===== config.mk =====
export PLATFORM = sky130hd
export DESIGN_NAME = sm_event_arbiter_flat
export DESIGN_NICKNAME = d
export VERILOG_FILES = /design/src/rtl/sm_event_arbiter_if.sv /design/src/rtl/sm_event_arbiter.sv /design/src/flat_wrapper.sv
export SDC_FILE = /design/constraint.sdc
export NUM_CORES = 1
export LEC_CHECK = 0
export ABC_AREA = 1
export BUFFER_PORTS_ARGS = -buffer_cell sky130_fd_sc_hd__buf_4
export CORE_MARGIN = 2
export CORE_UTILIZATION = 33
export CTS_CLUSTER_DIAMETER = 30
export DETAILED_ROUTE_END_ITERATION = 6
export PLACE_DENSITY = 0.72
export REMOVE_ABC_BUFFERS = 1
export SYNTH_ARGS = -nofsm -noshare
export SYNTH_HDL_FRONTEND = slang
export SYNTH_SLANG_ARGS = --single-unit

===== constraint.sdc =====
create_clock -name clk -period 1.2 [get_ports clk]
set_input_delay 0.06 -clock clk [delete_from_list [all_inputs] [get_ports clk]]
set_output_delay 0.06 -clock clk [all_outputs]
set_load 0.02 [all_outputs]

===== src/rtl/sm_event_arbiter_if.sv =====
// Bus bundle for sm_event_arbiter: per-source flit inputs, merged flit output and status.
// The master side drives the sources and downstream ready; the slave side is the arbiter.
interface sm_event_arbiter_if #(
  parameter int NUM_SRC = 2
);
  logic [NUM_SRC-1:0]    in_valid;
  logic [NUM_SRC-1:0]    in_last;
  logic [16*NUM_SRC-1:0] in_data;
  logic [NUM_SRC-1:0]    in_ready;
  logic                  out_valid;
  logic                  out_last;
  logic [15:0]           out_data;
  logic                  out_ready;
  logic [NUM_SRC-1:0]    grant;
  logic                  err_len;

  modport master (
    output in_valid, in_last, in_data, out_ready,
    input  in_ready, out_valid, out_last, out_data, grant, err_len
  );

  modport slave (
    input  in_valid, in_last, in_data, out_ready,
    output in_ready, out_valid, out_last, out_data, grant, err_len
  );
endinterface


===== src/rtl/sm_event_arbiter.sv =====
// Packet-atomic round-robin merge of NUM_SRC debug event flit streams into one stream,
// with forced termination and a sticky error when a packet overruns MAX_DI_PKT_LEN.
module sm_event_arbiter #(
  parameter int NUM_SRC        = 2,
  parameter int MAX_DI_PKT_LEN = 12
) (
  input logic              clk,
  input logic              rst_n,
  sm_event_arbiter_if.slave bus
);

  localparam int IDX_W = (NUM_SRC > 1) ? $clog2(NUM_SRC) : 1;
  localparam int CNT_W = $clog2(MAX_DI_PKT_LEN + 1);

  typedef enum logic {
    IDLE = 1'b0,
    BUSY = 1'b1
  } state_e;

  state_e             state_q, state_d;
  logic [IDX_W-1:0]   owner_q, owner_d;
  logic [IDX_W-1:0]   rrPtr_q, rrPtr_d;
  logic [CNT_W-1:0]   flitCnt_q, flitCnt_d;
  logic               errLen_q, errLen_d;

  logic               pickFound;
  logic [IDX_W-1:0]   pickIdx;
  logic               ownValid;
  logic               ownLast;
  logic [15:0]        ownData;
  logic               atLimit;

  // Both operands are below NUM_SRC, so one conditional subtraction is a full modulo.
  function automatic logic [IDX_W-1:0] wrapAdd(input logic [IDX_W-1:0] a,
                                                input logic [IDX_W-1:0] b);
    logic [IDX_W:0] sum;
    sum = {1'b0, a} + {1'b0, b};
    if (sum >= (IDX_W+1)'(NUM_SRC)) begin
      sum = sum - (IDX_W+1)'(NUM_SRC);
    end
    return sum[IDX_W-1:0];
  endfunction

  // Scanning from the far end lets the requester closest to rrPtr_q overwrite the others.
  always_comb begin
    pickFound = 1'b0;
    pickIdx   = rrPtr_q;
    for (int i = NUM_SRC - 1; i >= 0; i--) begin
      if (bus.in_valid[wrapAdd(rrPtr_q, IDX_W'(i))]) begin
        pickFound = 1'b1;
        pickIdx   = wrapAdd(rrPtr_q, IDX_W'(i));
      end
    end
  end

  always_comb begin
    ownValid = 1'b0;
    ownLast  = 1'b0;
    ownData  = '0;
    for (int i = 0; i < NUM_SRC; i++) begin
      if (owner_q == IDX_W'(i)) begin
        ownValid = bus.in_valid[i];
        ownLast  = bus.in_last[i];
        ownData  = bus.in_data[16*i +: 16];
      end
    end
  end

  // The flit that would bring the count to the limit is cut short and marked last.
  assign atLimit = (flitCnt_q == CNT_W'(MAX_DI_PKT_LEN - 1));

  always_comb begin
    state_d       = state_q;
    owner_d       = owner_q;
    rrPtr_d       = rrPtr_q;
    flitCnt_d     = flitCnt_q;
    errLen_d      = errLen_q;
    bus.out_valid = 1'b0;
    bus.out_last  = 1'b0;
    bus.out_data  = '0;
    bus.in_ready  = '0;
    bus.grant     = '0;

    unique case (state_q)
      IDLE: begin
        if (pickFound) begin
          owner_d = pickIdx;
          state_d = BUSY;
        end
      end

      BUSY: begin
        bus.out_valid = ownValid;
        bus.out_last  = ownLast | atLimit;
        bus.out_data  = ownData;
        for (int i = 0; i < NUM_SRC; i++) begin
          bus.grant[i]    = (owner_q == IDX_W'(i));
          bus.in_ready[i] = (owner_q == IDX_W'(i)) & bus.out_ready;
        end
        if (ownValid && bus.out_ready) begin
          if (ownLast || atLimit) begin
            state_d   = IDLE;
            rrPtr_d   = wrapAdd(owner_q, IDX_W'(1));
            flitCnt_d = '0;
            if (!ownLast) begin
              errLen_d = 1'b1;
            end
          end else begin
            flitCnt_d = flitCnt_q + 1'b1;
          end
        end
      end

      default: state_d = IDLE;
    endcase
  end

  assign bus.err_len = errLen_q;

  always_ff @(posedge clk or negedge rst_n) begin
    if (!rst_n) begin
      state_q   <= IDLE;
      owner_q   <= '0;
      rrPtr_q   <= '0;
      flitCnt_q <= '0;
      errLen_q  <= 1'b0;
    end else begin
      state_q   <= state_d;
      owner_q   <= owner_d;
      rrPtr_q   <= rrPtr_d;
      flitCnt_q <= flitCnt_d;
      errLen_q  <= errLen_d;
    end
  end

  grantOneHot: assert property (@(posedge clk) disable iff (!rst_n) $onehot0(bus.grant));
  readyOnlyOwner: assert property (@(posedge clk) disable iff (!rst_n)
                                   (bus.in_ready & ~bus.grant) == '0);

endmodule


===== src/flat_wrapper.sv =====
// flat-port wrapper written by rule: the top's interface ports become plain ports
module sm_event_arbiter_flat 
#(
  parameter int NUM_SRC        = 2,
  parameter int MAX_DI_PKT_LEN = 12
)
  (clk, rst_n, bus_in_valid, bus_in_last, bus_in_data, bus_out_ready, bus_in_ready, bus_out_valid, bus_out_last, bus_out_data, bus_grant, bus_err_len);
  sm_event_arbiter_if #(.NUM_SRC(NUM_SRC)) bus_i ();
  input logic clk;
  input logic rst_n;
  input wire logic [$bits(bus_i.in_valid)-1:0] bus_in_valid;
  input wire logic [$bits(bus_i.in_last)-1:0] bus_in_last;
  input wire logic [$bits(bus_i.in_data)-1:0] bus_in_data;
  input wire logic [$bits(bus_i.out_ready)-1:0] bus_out_ready;
  output wire logic [$bits(bus_i.in_ready)-1:0] bus_in_ready;
  output wire logic [$bits(bus_i.out_valid)-1:0] bus_out_valid;
  output wire logic [$bits(bus_i.out_last)-1:0] bus_out_last;
  output wire logic [$bits(bus_i.out_data)-1:0] bus_out_data;
  output wire logic [$bits(bus_i.grant)-1:0] bus_grant;
  output wire logic [$bits(bus_i.err_len)-1:0] bus_err_len;
  assign bus_i.in_valid = bus_in_valid;
  assign bus_i.in_last = bus_in_last;
  assign bus_i.in_data = bus_in_data;
  assign bus_i.out_ready = bus_out_ready;
  assign bus_in_ready = bus_i.in_ready;
  assign bus_out_valid = bus_i.out_valid;
  assign bus_out_last = bus_i.out_last;
  assign bus_out_data = bus_i.out_data;
  assign bus_grant = bus_i.grant;
  assign bus_err_len = bus_i.err_len;
  sm_event_arbiter #(.NUM_SRC(NUM_SRC), .MAX_DI_PKT_LEN(MAX_DI_PKT_LEN)) u_core (.clk(clk), .rst_n(rst_n), .bus(bus_i));
endmodule

* Word level (Yosys, flattened, before mapping)
Index checks and enable logic that the tools add are counted.
Word-level totals: output and inout bits 23, logic and storage cells 53, register bits after elaboration 8, bits of input ports 39
Cells by class: reductions and logical operators 6, magnitude comparators 5, equal/unequal tests 1, multiplexer cells 24, add/sub/neg operators 6, bitwise logic cells 6
Operators with widths (number):
- 16-bit 2-to-1 mux | 2
- 1-bit 2-to-1 mux | 18
- 1-bit by 1-bit adder with 2-bit output (second input constant) | 2
- 4-bit by 1-bit adder with 4-bit output (second input constant) | 1
- 4-bit equality test (second input constant) | 1
- 2-bit >= comparator (second input constant) | 2
- 1-bit by 2-bit less-than comparator with 1-bit output (second input constant) | 2
- 2-bit 2-to-1 mux | 2
- 4-bit 2-to-1 mux | 1
- 2-bit AND reduction | 2
- 4-bit AND reduction | 1
- 1-bit inverter | 3
- 3-bit AND reduction | 1
- 1-bit subtractor (second input constant) | 3
- 1-bit bitwise AND | 2
- 1-bit by 2-bit >= comparator with 1-bit output (second input constant) | 1
- 1-bit one-hot mux with 2 select lines | 1
- 1-bit logical AND | 1
- 1-bit logical OR | 1
- 1-bit bitwise OR | 1

* Depth between registers and ports, before layout
depth after elaboration 9, gate-level depth with buffers 8, depth with buffers taken out 7

* Least setup slack after synthesis
OpenSTA, ideal clock, no wires.
path kind reg2out, start point register u_core.flitCnt_q[0], end point output port bus_out_last, stages on the path, launching flop included 4, path slack -0.005 ns, path buffers 0, data required time 1.140 ns, data arrival time 1.145 ns, cell sequence dfrtp_1 > ha_1 > nand3_1 > a21oi_1
Between the ends: longest elaborated chain between the ends 3
Ends and longest elaborated chain:
- start: declaration | RTL line sm_event_arbiter.sv:23 | logic [CNT_W-1:0] flitCnt_q, flitCnt_d;
- start signal: assignment | RTL line sm_event_arbiter.sv:131 | flitCnt_q <= flitCnt_d;
- 4-bit equality test | RTL line sm_event_arbiter.sv:70 | assign atLimit = (flitCnt_q == CNT_W'(MAX_DI_PKT_LEN - 1));
- 1-bit bitwise OR | RTL line sm_event_arbiter.sv:94 | bus.out_last = ownLast | atLimit;
- 1-bit 2-to-1 mux | RTL line sm_event_arbiter.sv:84 | unique case (state_q)
- end: declaration | RTL line flat_wrapper.sv:17 | output wire logic [$bits(bus_i.out_last)-1:0] bus_out_last;
Every way passes these cells.

* Final worst setup path
start point register u_core.owner_q, end point output port bus_out_data[2]
Between the ends: longest elaborated chain between the ends 2
Ends and longest elaborated chain:
- start: declaration | RTL line sm_event_arbiter.sv:21 | logic [IDX_W-1:0] owner_q, owner_d;
- start signal: assignment | RTL line sm_event_arbiter.sv:129 | owner_q <= owner_d;
- 16-bit 2-to-1 mux | RTL line sm_event_arbiter.sv:61 | if (owner_q == IDX_W'(i)) begin
- 16-bit 2-to-1 mux | RTL line sm_event_arbiter.sv:84
- end: declaration | RTL line flat_wrapper.sv:18 | output wire logic [$bits(bus_i.out_data)-1:0] bus_out_data;
Every way passes these cells.

==> impl_metrics.csv <==
group,metric,value,unit
outcome,status,"complete, but fails checks",
outcome,violations,"setup timing",
critical_path,crit_arrival,1.34,ns
timing,fin_crit,1.40,ns
timing,setup_slack,-0.203,ns
min_path,hold_path_class,"in -> reg",
clocking,cts_buffers,3,
critical_path,startpoint_type,"flip-flop",
clocking,htree_levels,1,
timing,fin_crit_sh,1.17,
timing,fmax,0.713,GHz
final_layout,n_antenna_cell,0,
global_routing,antenna_found_initial,0,
timing,setup_viol,27,
placed_design,gp_congestion,0.832,
global_routing,first_global_vias,844,
global_routing,grt_pass1_wl,3670,um
final_layout,layout_common_cells,"53 x buf_4, 18 x buf_6, 16 x a22o_1",
final_layout,layout.cells.non_filler,186,
critical_path,cp.required,1.14,ns
final_layout,syn2layout_area_growth,108,%
pwr,p_leak,0.000745,uW
synthesis,postSynthCellCount,86,
floorplan,die_h,49.3,um
route,wl_per_cell,13.6,um
global_routing,grt_max_degree,18,
final_layout,fin_area,0.00141,mm^2
pwr,ir_worst_vdd,1580,uV
route,via_per_inst,4.88,
placed_design,detailed_place_hpwl,1750,um
route,wl,2540,um
floorplan,die_w,49.3,um
synthesis,ys_ff_latch,8,
floorplan,design.die.area,0.00243,mm^2
route,drc,0,
synthesis,syn_area_per_cell,7.89,um^2
placed_design,placed_area,0.00117,mm^2
timing,worst_pin_slew,0.231,ns
critical_path,worstSetupPathType,"reg -> out",
placed_design,portBuffers,61,
route,drt_iter0_drc,11,
timing,rsz0062_at_grt,"yes",
run,max_cap_viol_count,0,
global_routing,gr-usage-all-layers,0.198,
route,firstDrtPassIters,4,
clocking,cts_tree,"yes",
timing,maxSlewHeadroom,0.845,
critical_path,critical_path.max_fanout,8,
final_layout,n_fill_cell,149,
clocking,clk_pin_slew,0.05,ns
floorplan,rows,16,
critical_path,critPathCaptureType,"output port",
final_layout,final_nets,201,
final_layout,drive_gt1_frac,0.629,
synthesis,seq_area_frac_synth,0.295,
clocking,clock_latency,0.26,ns
clocking,root_buffer,"clkbuf_4",
final_layout,final_common_cell,"buf_4",
floorplan,core-area,0.00194,mm^2
synthesis,yosysWarnings,0,
pwr,power.density,2180,mW/mm^2
timing,finalClockSkew,0.00472,ns
timing,tns,-3.71,ns
clocking,clock_sinks,8,
route,route.vias.total,908,
global_routing,grt-ovfl-total,0,
route,antenna_left,0,
timing,finalHoldViolations,0,
synthesis,syn-cell-area,678,um^2
placed_design,place_inst,176,
timing,maxSlewViolCount,0,
floorplan,start_util,0.349,
synthesis,synth.distinct_cells,20,
clocking,cts_buffer_depth,2,
floorplan,ios,62,
## power breakdown
part           internal, uW  switching [uW]  leakage [uW]
logic                  1170            1290      0.000634
clock network           114            90.6     0.0000138
registers               343            65.7     0.0000968
total                  1630            1450      0.000745
## cell families after synthesis
kind of cell / Yosys count / share of synthesized area
adders and majority gates: 1 / 0.0184
buffers and inverters: 14 / 0.118
and+or+nand+nor: 39 / 0.292
AOI/OAI and AO/OA: 23 / 0.264
DFF: 8 / 0.295
xor gates and xnor gates: 1 / 0.0129
## synthesized netlist by cell type
master   instances  area, um^2
nand2_1         19        71.3
a22o_1          16         140
dfrtp_1          8         200
inv_1            7        26.3
nand3_1          6        30.0
nor2_1           5        18.8
buf_6            3        33.8
o21ai_0          3        15.0
a21oi_1          2        10.0
inv_2            2        7.51
inv_4            2        12.5
nand2_2          2        12.5
nand2_4          2        22.5
nand4_1          2        12.5
nor3_1           2        10.0
a21oi_2          1        8.76
ha_1             1        12.5
nor2_8           1        20.0
o21ai_1          1        5.00
xnor2_1          1        8.76
## state kept, by name, indices dropped and copies added, names as in the netlist
register / cells
u_core.owner_q: 1
u_core.rrPtr_q: 1
u_core.state_q: 1
u_core.flitCnt_q: 4
u_core.bus.err_len: 1
## metal layers
layer  vias up  GRT usage  wire (um)  part of all wire
met3         4     0.0521        237             0.093
met5         -          0          0                 0
met4         0      0.100         37             0.015
met1       417      0.214        954              0.38
met2        41      0.351       1310              0.52
li1        446          -          -                 -
## area by class of cell
cell class,count,area (um^2),share of cell area
Tap cell,27,33.8,0.0239
Sequential cell,8,201,0.143
Clock buffer,3,22.5,0.0159
Timing Repair Buffer,72,611,0.432
Multi-Input combinational cell,65,485,0.344
Inverter,11,58.8,0.0416
## through the flow
stage                     setup WS, ns   util  power [uW]  hold slack, ns
after floorplan                -0.0562      -        1540          -0.236
after global placement          0.0396  0.604        2340          -0.119
after detailed placement        0.0194  0.604        2370          -0.117
after CTS                       -0.195  0.664        2800          0.0754
after global routing            -0.274  0.727        3250          0.0965
final                           -0.203  0.727        3080          0.0961
## critical path, cell delays in order, from the launching register on
cell and delay (ns):
dfrtp_1 0.43, buf_6 0.16, nor2_4 0.18, a22o_1 0.19, buf_6 0.12
## worst paths after layout
| kind | slack, ns | to | cells after the start | startpoint |
|---|---|---|---|---|
| worst max-delay path | -0.20 | bus_out_data[2] | 4 | u_core.owner_q |
| max in group asynchronous | 0.90 | u_core.state_q | 2 | rst_n |
| worst max register to register | -0.14 | u_core.flitCnt_q[0] | 9 | u_core.owner_q |
| worst min register to register | 0.46 | u_core.rrPtr_q | 2 | u_core.rrPtr_q |
| min in group asynchronous | 0.15 | u_core.flitCnt_q[1] | 2 | rst_n |
| worst min-delay path | 0.1 | u_core.state_q | 3 | bus_in_valid[1] |
## what timing repair did
action	4_1_cts	5_1_grt
gates cloned	1	0
resized for setup	14	28
pin swaps	7	9
endpoints found under the setup margin	21	28
hold buffers	1	0
endpoints found under the hold margin	8	0
buffers inserted	3	2
(Power assumes the default switching activity.)
